==> src/rtl/eoc_column_readout_if.sv <==
// ----------------------------------------------------------------------------
// eoc_column_readout_if
//
// Purpose: bundles the two handshake buses of the end-of-column readout.
//   Column side : 4-phase request/acknowledge from the last super pixel.
//   Output side : valid/ready stream of 32-bit readout frames.
//
// Signals:
//   col_data  [DW-1:0]  word from the column chain, valid while col_req high
//   col_req             column request
//   col_ack             acknowledge back to the column chain
//   out_data  [31:0]    frame {col_addr, word, parity}
//   out_valid           out_data holds a frame
//   out_ready           downstream accepts the frame this cycle
//
// Modports:
//   master : the environment (drives requests and out_ready)
//   slave  : the readout block
// ----------------------------------------------------------------------------
interface eoc_column_readout_if #(
   parameter int DW = 26
);
   logic [DW-1:0] col_data;
   logic          col_req;
   logic          col_ack;
   logic [31:0]   out_data;
   logic          out_valid;
   logic          out_ready;

   modport master (
      output col_data,
      output col_req,
      input  col_ack,
      input  out_data,
      input  out_valid,
      output out_ready
   );

   modport slave (
      input  col_data,
      input  col_req,
      output col_ack,
      output out_data,
      output out_valid,
      input  out_ready
   );
endinterface

==> src/rtl/eoc_column_readout.sv <==
// ----------------------------------------------------------------------------
// eoc_column_readout
//
// Purpose: end-of-column readout. Accepts arbiter words from the column chain
// over a 4-phase handshake, drops all-zero words (counting them), buffers the
// rest in a DEPTH-word FIFO and streams them out as 32-bit frames
// {col_addr, word, even-parity bit} through a registered valid/ready output.
//
// Ports:
//   clk_40MHz   sole clock, rising edge
//   rst         synchronous, active-high reset
//   bus         eoc_column_readout_if.slave (column + output handshakes)
//   col_addr    static column address, sampled when a word leaves the FIFO
//   fifo_level  words held in the FIFO (output register not included)
//   null_cnt    dropped all-zero words, saturating at 255
// ----------------------------------------------------------------------------
module eoc_column_readout #(
   parameter int DW    = 26,
   parameter int DEPTH = 8
) (
   input  logic                 clk_40MHz,
   input  logic                 rst,
   eoc_column_readout_if.slave  bus,
   input  logic [4:0]           col_addr,
   output logic [3:0]           fifo_level,
   output logic [7:0]           null_cnt
);

   localparam int AW = $clog2(DEPTH);

   typedef enum logic {
      IDLE = 1'b0,
      ACK  = 1'b1
   } state_t;

   // -------------------------------------------------------------------------
   // Helper functions
   // -------------------------------------------------------------------------
   // Bit 0 makes the XOR over the whole frame zero.
   function automatic logic [31:0] make_frame(input logic [4:0]    addr,
                                              input logic [DW-1:0] word);
      logic [30:0] body;
      body = {addr, word};
      return {body, ^body};
   endfunction

   function automatic logic [7:0] sat_inc8(input logic [7:0] v);
      return (v == 8'hFF) ? v : v + 8'd1;
   endfunction

   // -------------------------------------------------------------------------
   // State
   // -------------------------------------------------------------------------
   state_t         state_q, state_d;
   logic [DW-1:0]  mem_q [DEPTH];
   logic [AW-1:0]  wptr_q, wptr_d;
   logic [AW-1:0]  rptr_q, rptr_d;
   logic [3:0]     level_q, level_d;
   logic [7:0]     null_q, null_d;
   logic           ov_q, ov_d;
   logic [31:0]    od_q, od_d;

   logic           full;
   logic           empty;
   logic           capture;
   logic           wr_en;
   logic           null_hit;
   logic           rd_en;

   assign full  = (level_q == 4'(DEPTH));
   assign empty = (level_q == 4'd0);

   // -------------------------------------------------------------------------
   // Column handshake FSM
   // A word is captured only on the IDLE->ACK edge; while the FIFO is full
   // the request is simply left waiting, which is the column backpressure.
   // -------------------------------------------------------------------------
   always_comb begin
      state_d = state_q;
      capture = 1'b0;
      case (state_q)
         IDLE: begin
            if (bus.col_req && !full) begin
               capture = 1'b1;
               state_d = ACK;
            end
         end
         ACK: begin
            if (!bus.col_req) begin
               state_d = IDLE;
            end
         end
         default: state_d = IDLE;
      endcase
   end

   assign bus.col_ack = (state_q == ACK);

   // -------------------------------------------------------------------------
   // FIFO write / null filtering
   // -------------------------------------------------------------------------
   always_comb begin
      wr_en    = capture && (bus.col_data != '0);
      null_hit = capture && (bus.col_data == '0);
      wptr_d   = wr_en ? wptr_q + AW'(1) : wptr_q;
      null_d   = null_hit ? sat_inc8(null_q) : null_q;
   end

   // -------------------------------------------------------------------------
   // FIFO read into the output register
   // The register is only loaded while downstream is ready, so with out_ready
   // low every buffered word stays in the FIFO and fifo_level can reach DEPTH.
   // When a frame is consumed and the FIFO has more, the register reloads on
   // the same edge, giving one frame per cycle.
   // -------------------------------------------------------------------------
   always_comb begin
      rd_en  = !empty && bus.out_ready;
      rptr_d = rd_en ? rptr_q + AW'(1) : rptr_q;
      ov_d   = ov_q;
      od_d   = od_q;
      if (rd_en) begin
         ov_d = 1'b1;
         od_d = make_frame(col_addr, mem_q[rptr_q]);
      end else if (ov_q && bus.out_ready) begin
         ov_d = 1'b0;
      end
   end

   // Full check above uses the level before this edge, so a read in the
   // capture cycle never frees a slot for that same capture.
   always_comb begin
      level_d = level_q + {3'b000, wr_en} - {3'b000, rd_en};
   end

   // -------------------------------------------------------------------------
   // Registers
   // -------------------------------------------------------------------------
   always_ff @(posedge clk_40MHz) begin
      if (rst) begin
         state_q <= IDLE;
         wptr_q  <= '0;
         rptr_q  <= '0;
         level_q <= '0;
         null_q  <= '0;
         ov_q    <= 1'b0;
         od_q    <= '0;
      end else begin
         state_q <= state_d;
         wptr_q  <= wptr_d;
         rptr_q  <= rptr_d;
         level_q <= level_d;
         null_q  <= null_d;
         ov_q    <= ov_d;
         od_q    <= od_d;
      end
   end

   // Storage needs no reset: pointers and level define what is valid.
   always_ff @(posedge clk_40MHz) begin
      if (wr_en) begin
         mem_q[wptr_q] <= bus.col_data;
      end
   end

   // -------------------------------------------------------------------------
   // Outputs
   // -------------------------------------------------------------------------
   assign bus.out_valid = ov_q;
   assign bus.out_data  = od_q;
   assign fifo_level    = level_q;
   assign null_cnt      = null_q;

endmodule

==> src/flat_wrapper.sv <==
// flat-port wrapper written by rule: the top's interface ports become plain ports
module eoc_column_readout_flat 
#(
   parameter int DW    = 26,
   parameter int DEPTH = 8
)
  (clk_40MHz, rst, col_addr, fifo_level, null_cnt, bus_col_data, bus_col_req, bus_col_ack, bus_out_data, bus_out_valid, bus_out_ready);
  eoc_column_readout_if #(.DW(DW)) bus_i ();
  input  logic clk_40MHz;
  input  logic rst;
  input  logic [4:0] col_addr;
  output logic [3:0] fifo_level;
  output logic [7:0] null_cnt;
  input wire logic [$bits(bus_i.col_data)-1:0] bus_col_data;
  input wire logic [$bits(bus_i.col_req)-1:0] bus_col_req;
  output wire logic [$bits(bus_i.col_ack)-1:0] bus_col_ack;
  output wire logic [$bits(bus_i.out_data)-1:0] bus_out_data;
  output wire logic [$bits(bus_i.out_valid)-1:0] bus_out_valid;
  input wire logic [$bits(bus_i.out_ready)-1:0] bus_out_ready;
  assign bus_i.col_data = bus_col_data;
  assign bus_i.col_req = bus_col_req;
  assign bus_col_ack = bus_i.col_ack;
  assign bus_out_data = bus_i.out_data;
  assign bus_out_valid = bus_i.out_valid;
  assign bus_i.out_ready = bus_out_ready;
  eoc_column_readout #(.DW(DW), .DEPTH(DEPTH)) u_core (.clk_40MHz(clk_40MHz), .rst(rst), .bus(bus_i), .col_addr(col_addr), .fifo_level(fifo_level), .null_cnt(null_cnt));
endmodule
==> config.mk <==
export PLATFORM = sky130hd
export DESIGN_NAME = eoc_column_readout_flat
export DESIGN_NICKNAME = d
export VERILOG_FILES = /design/src/rtl/eoc_column_readout_if.sv /design/src/rtl/eoc_column_readout.sv /design/src/flat_wrapper.sv
export SDC_FILE = /design/constraint.sdc
export NUM_CORES = 1
export LEC_CHECK = 0
export CAP_MARGIN = 25
export CORE_MARGIN = 3
export CORE_UTILIZATION = 43
export CTS_CLUSTER_SIZE = 30
export DETAILED_ROUTE_END_ITERATION = 6
export DONT_BUFFER_PORTS = 1
export HOLD_SLACK_MARGIN = 0.1
export PLACE_DENSITY = 0.68
export SLEW_MARGIN = 0
export SYNTH_ARGS = -nofsm -noshare
export SYNTH_HDL_FRONTEND = slang
export SYNTH_SLANG_ARGS = --single-unit
==> constraint.sdc <==
create_clock -name clk_40MHz -period 7.4 [get_ports clk_40MHz]
set_input_delay 0.74 -clock clk_40MHz [delete_from_list [all_inputs] [get_ports clk_40MHz]]
set_output_delay 0.74 -clock clk_40MHz [all_outputs]
set_load 0.005 [all_outputs]
==> flow_summary_export.csv <==
group,metric,value,unit
floorplan,core,23820,sq um
worst_hold_path,whs_path_depth,1,
cells_and_area,drive_gt1_frac,0.2006,
pwr,intPower,3164,uW
timing,fin_crit_sh,0.4516,
route,drtIter0Drc,374,
setup_path,crit_type,"flip-flop to flip-flop",
clocking,htree_levels,1,
timing,finalMaxSlewViolations,0,
pwr,p_per_area,374.5,nW/um^2
synth,yosys.area.top_type_share,0.5920,
synth,async_reset_ff_frac,0,
clocking,post_cts_resize_count,0,
pwr,p_leak,0.003761,uW
setup_path,critical_path_required,7.87,ns
global_routing,globalRoute.totalOverflow,0,
route,viasPerCell,5.418,
timing,finalClockSkew,0.02058,ns
route,drt-pass1-iter-count,5,
clocking,cts-root-buf,"clkbuf_16",
global_routing,grt_antenna_before_repair,0,
setup_path,rr_worst_depth,8,
synth,synth_area,10550,sq um
clocking,cts_sinks,263,
floorplan,die_h,162.6,um
setup_path,r2r_end,"u_core.bus.out_data[0]",
setup_path,path_max_fanout,55,
pwr,sequentialPowerShare,0.411,
floorplan,initial_core_util,0.4429,
synth,synth_nets,654,
synth,synth_warnings,0,
timing,hold_viol,0,
pwr,total_power,4427,uW
floorplan,die_w,162.6,um
global_routing,grt_use_total,0.1607,
run,cap_violations,0,
pwr,swShare,0.2853,
synth,synth_edf_count,208,
placed_design,port_buffers,0,
timing,worst_pin_slew,0.8673,ns
synth,synth.most_common_cell,"edfxtp_1",
synth,netlist_top_cells_count,"edfxtp_1 (208), dfxtp_1 (55), mux4_2 (49), nor2_1 (48), mux2i_1 (34)",
timing,fin_setup_tns,0,ns
floorplan,row_count,56,
worst_hold_path,hold_end,"u_core.bus.out_valid",
global_routing,grt_max_degree,60,
global_routing,grt_pass1_wl,32350,um
synth,synth_cell_types,45,
timing,setup_viol,0,
timing,max_freq,0.2992,GHz
worst_hold_path,min_path_type,"input port to flip-flop",
timing,timing.final.ws_setup,4.058,ns
cells_and_area,syn_to_final_growth,12.05,%
synth,synth_top_cell_by_area,"edfxtp_1",
route,num_vias,5185,
synth,synth_area_leaders,"edfxtp_1 (59%), mux4_2 (10%), dfxtp_1 (10%)",
floorplan,ios,81,
clocking,numCtsBuffers,27,
clocking,cts_max_path_buffers,3,
placed_design,dpl_cell_area,10870,sq um
cells_and_area,final_net_count,662,
worst_hold_path,hp-start,"rst",
setup_path,worstPathArrival,3.81,ns
global_routing,grt_pass1_vias,5490,
timing,timing.final.crit_period,3.342,ns
cells_and_area,final_area,11820,sq um
route,ant_nets,0,
setup_path,crit_path_end_kind,"flip-flop",
cells_and_area,n_antenna_cell,0,
timing,rsz0062_at_grt,"false",
synth,synth_ff_type,"edfxtp_1",
route,drc,0,
placed_design,pre_cts_slack,3.968,ns
setup_path,startpoint_type,"flip-flop",
route,drt_wl_total,21160,um
pwr,irDropWorstVdd,0.2321,mV
clocking,path_clk_slew,0.06,ns
pwr,clockPowerShare,0.316,
floorplan,dieArea,26450,sq um
setup_path,reg2reg_setup_slack,4.06,ns
synth,synth-seq-cells,263,
synth,yosysSeqAreaShare,0.6964,
synth,synth.avg_cell_area,17.32,sq um
placed_design,hpwl,12360,um
clocking,post_cts_buffers,0,
placed_design,place_congestion,0.7365,
route,detail_route.wl_per_cell,22.11,um
clocking,cts_hold_buf,0,
clocking,clk_latency,0.55,ns
pwr,combPwrFrac,0.273,
pwr,switchingPower,1263,uW
clocking,cts_tree,"built",
outcome,outcome,"completed",
timing,slew_headroom,0.4218,
synth,synthCells,609,
cell usage in the layout (no fill, tap or decap), types with 11 or more instances in the layout:
master | Yosys | layout
edfxtp_1 | 208 | 208
xnor2_1 | 23 | 23
clkbuf_16 | 0 | 27
buf_4 | 0 | 11
mux4_2 | 49 | 49
mux2i_1 | 34 | 34
nand2_1 | 27 | 27
dfxtp_1 | 55 | 52
xor2_1 | 26 | 26
a21oi_1 | 11 | 11
nor2_1 | 48 | 46
a211oi_1 | 24 | 24
worst max path at each step:
stage / from / endpoint / slack [ns] / cells past startpoint
2_1_floorplan: bus_col_req / u_core.mem_q[2][0] / 3.59 / 5
3_3_place_gp: flip-flop / u_core.bus.out_data[0] / 3.99 / 8
3_5_place_dp: flip-flop / u_core.bus.out_data[0] / 3.97 / 8
4_1_cts: flip-flop / u_core.bus.out_data[0] / 3.95 / 8
5_1_grt: flip-flop / u_core.bus.out_data[0] / 3.89 / 8
6_report: flip-flop / u_core.bus.out_data[0] / 4.06 / 8
area by class of cell:
type | count | area (sq um)
clock buffer | 30 | 686.9
sequential | 263 | 7353
fill | 1971 | 12000
timing repair buffer | 12 | 110.1
inverter | 7 | 26.28
multi-input combinational | 306 | 3008
clock inverter | 20 | 237.7
tap | 319 | 399.1
logic make-up (layout without fill, tap and decap cells):
kind of cell | count (synthesis) | count (layout) | share of synthesized area
flip-flops | 263 | 263 | 0.6964
buffers and inverters | 40 | 69 | 0.02182
adder cells (fa/ha/maj) | 10 | 10 | 0.01257
multiplexers | 89 | 89 | 0.1446
XOR/XNOR | 51 | 51 | 0.04495
AND/OR/NAND/NOR | 111 | 111 | 0.04863
AO/OA/AOI/OAI | 45 | 45 | 0.03107
sequential cells by signal, indices dropped and copies added, names as in the netlist, named ones only:
register	flops
u_core.mem_q	208
u_core.bus.out_data	32
u_core.null_cnt	8
u_core.fifo_level	4
u_core.rptr_q	3
u_core.wptr_q	3
u_core.bus.col_ack	1
u_core.bus.out_valid	1
metrics by stage:
step           std cells  hold slack [ns]    util
2_1_floorplan        609           0.4483       -
3_3_place_gp         906           0.4497  0.4563
3_5_place_dp         906           0.4650  0.4563
4_1_cts              956           0.2456  0.4951
5_1_grt              957           0.2506  0.4962
6_report             957           0.2668  0.4962
power groups by stage:
stage | clock [uW] | combinational [uW] | sequential [uW]
2_1_floorplan | 0 | 1030 | 1810
3_3_place_gp | 0 | 1120 | 1910
3_5_place_dp | 0 | 1150 | 1920
4_1_cts | 1430 | 1150 | 1890
5_1_grt | 1480 | 1330 | 1840
6_report | 1400 | 1210 | 1820
routing by layer:
layer  wire (um)  GRT usage  up-vias
li1            -          -     2367
met1        8623     0.2163     2630
met2       10240     0.2666      153
met3        1736    0.03764       35
met4         554    0.04114        0
met5           0          0        -
worst max-delay path, cell delays in order, from the launching register on:
cell and delay (ns):
dfxtp_2 0.31, buf_4 0.63, mux4_2 0.59, mux2i_1 0.36, xnor3_1 0.49, xnor2_1 0.17
xnor2_1 0.32, xnor2_1 0.15, a211oi_2 0.21
Power figures use the tool's default switching activity.
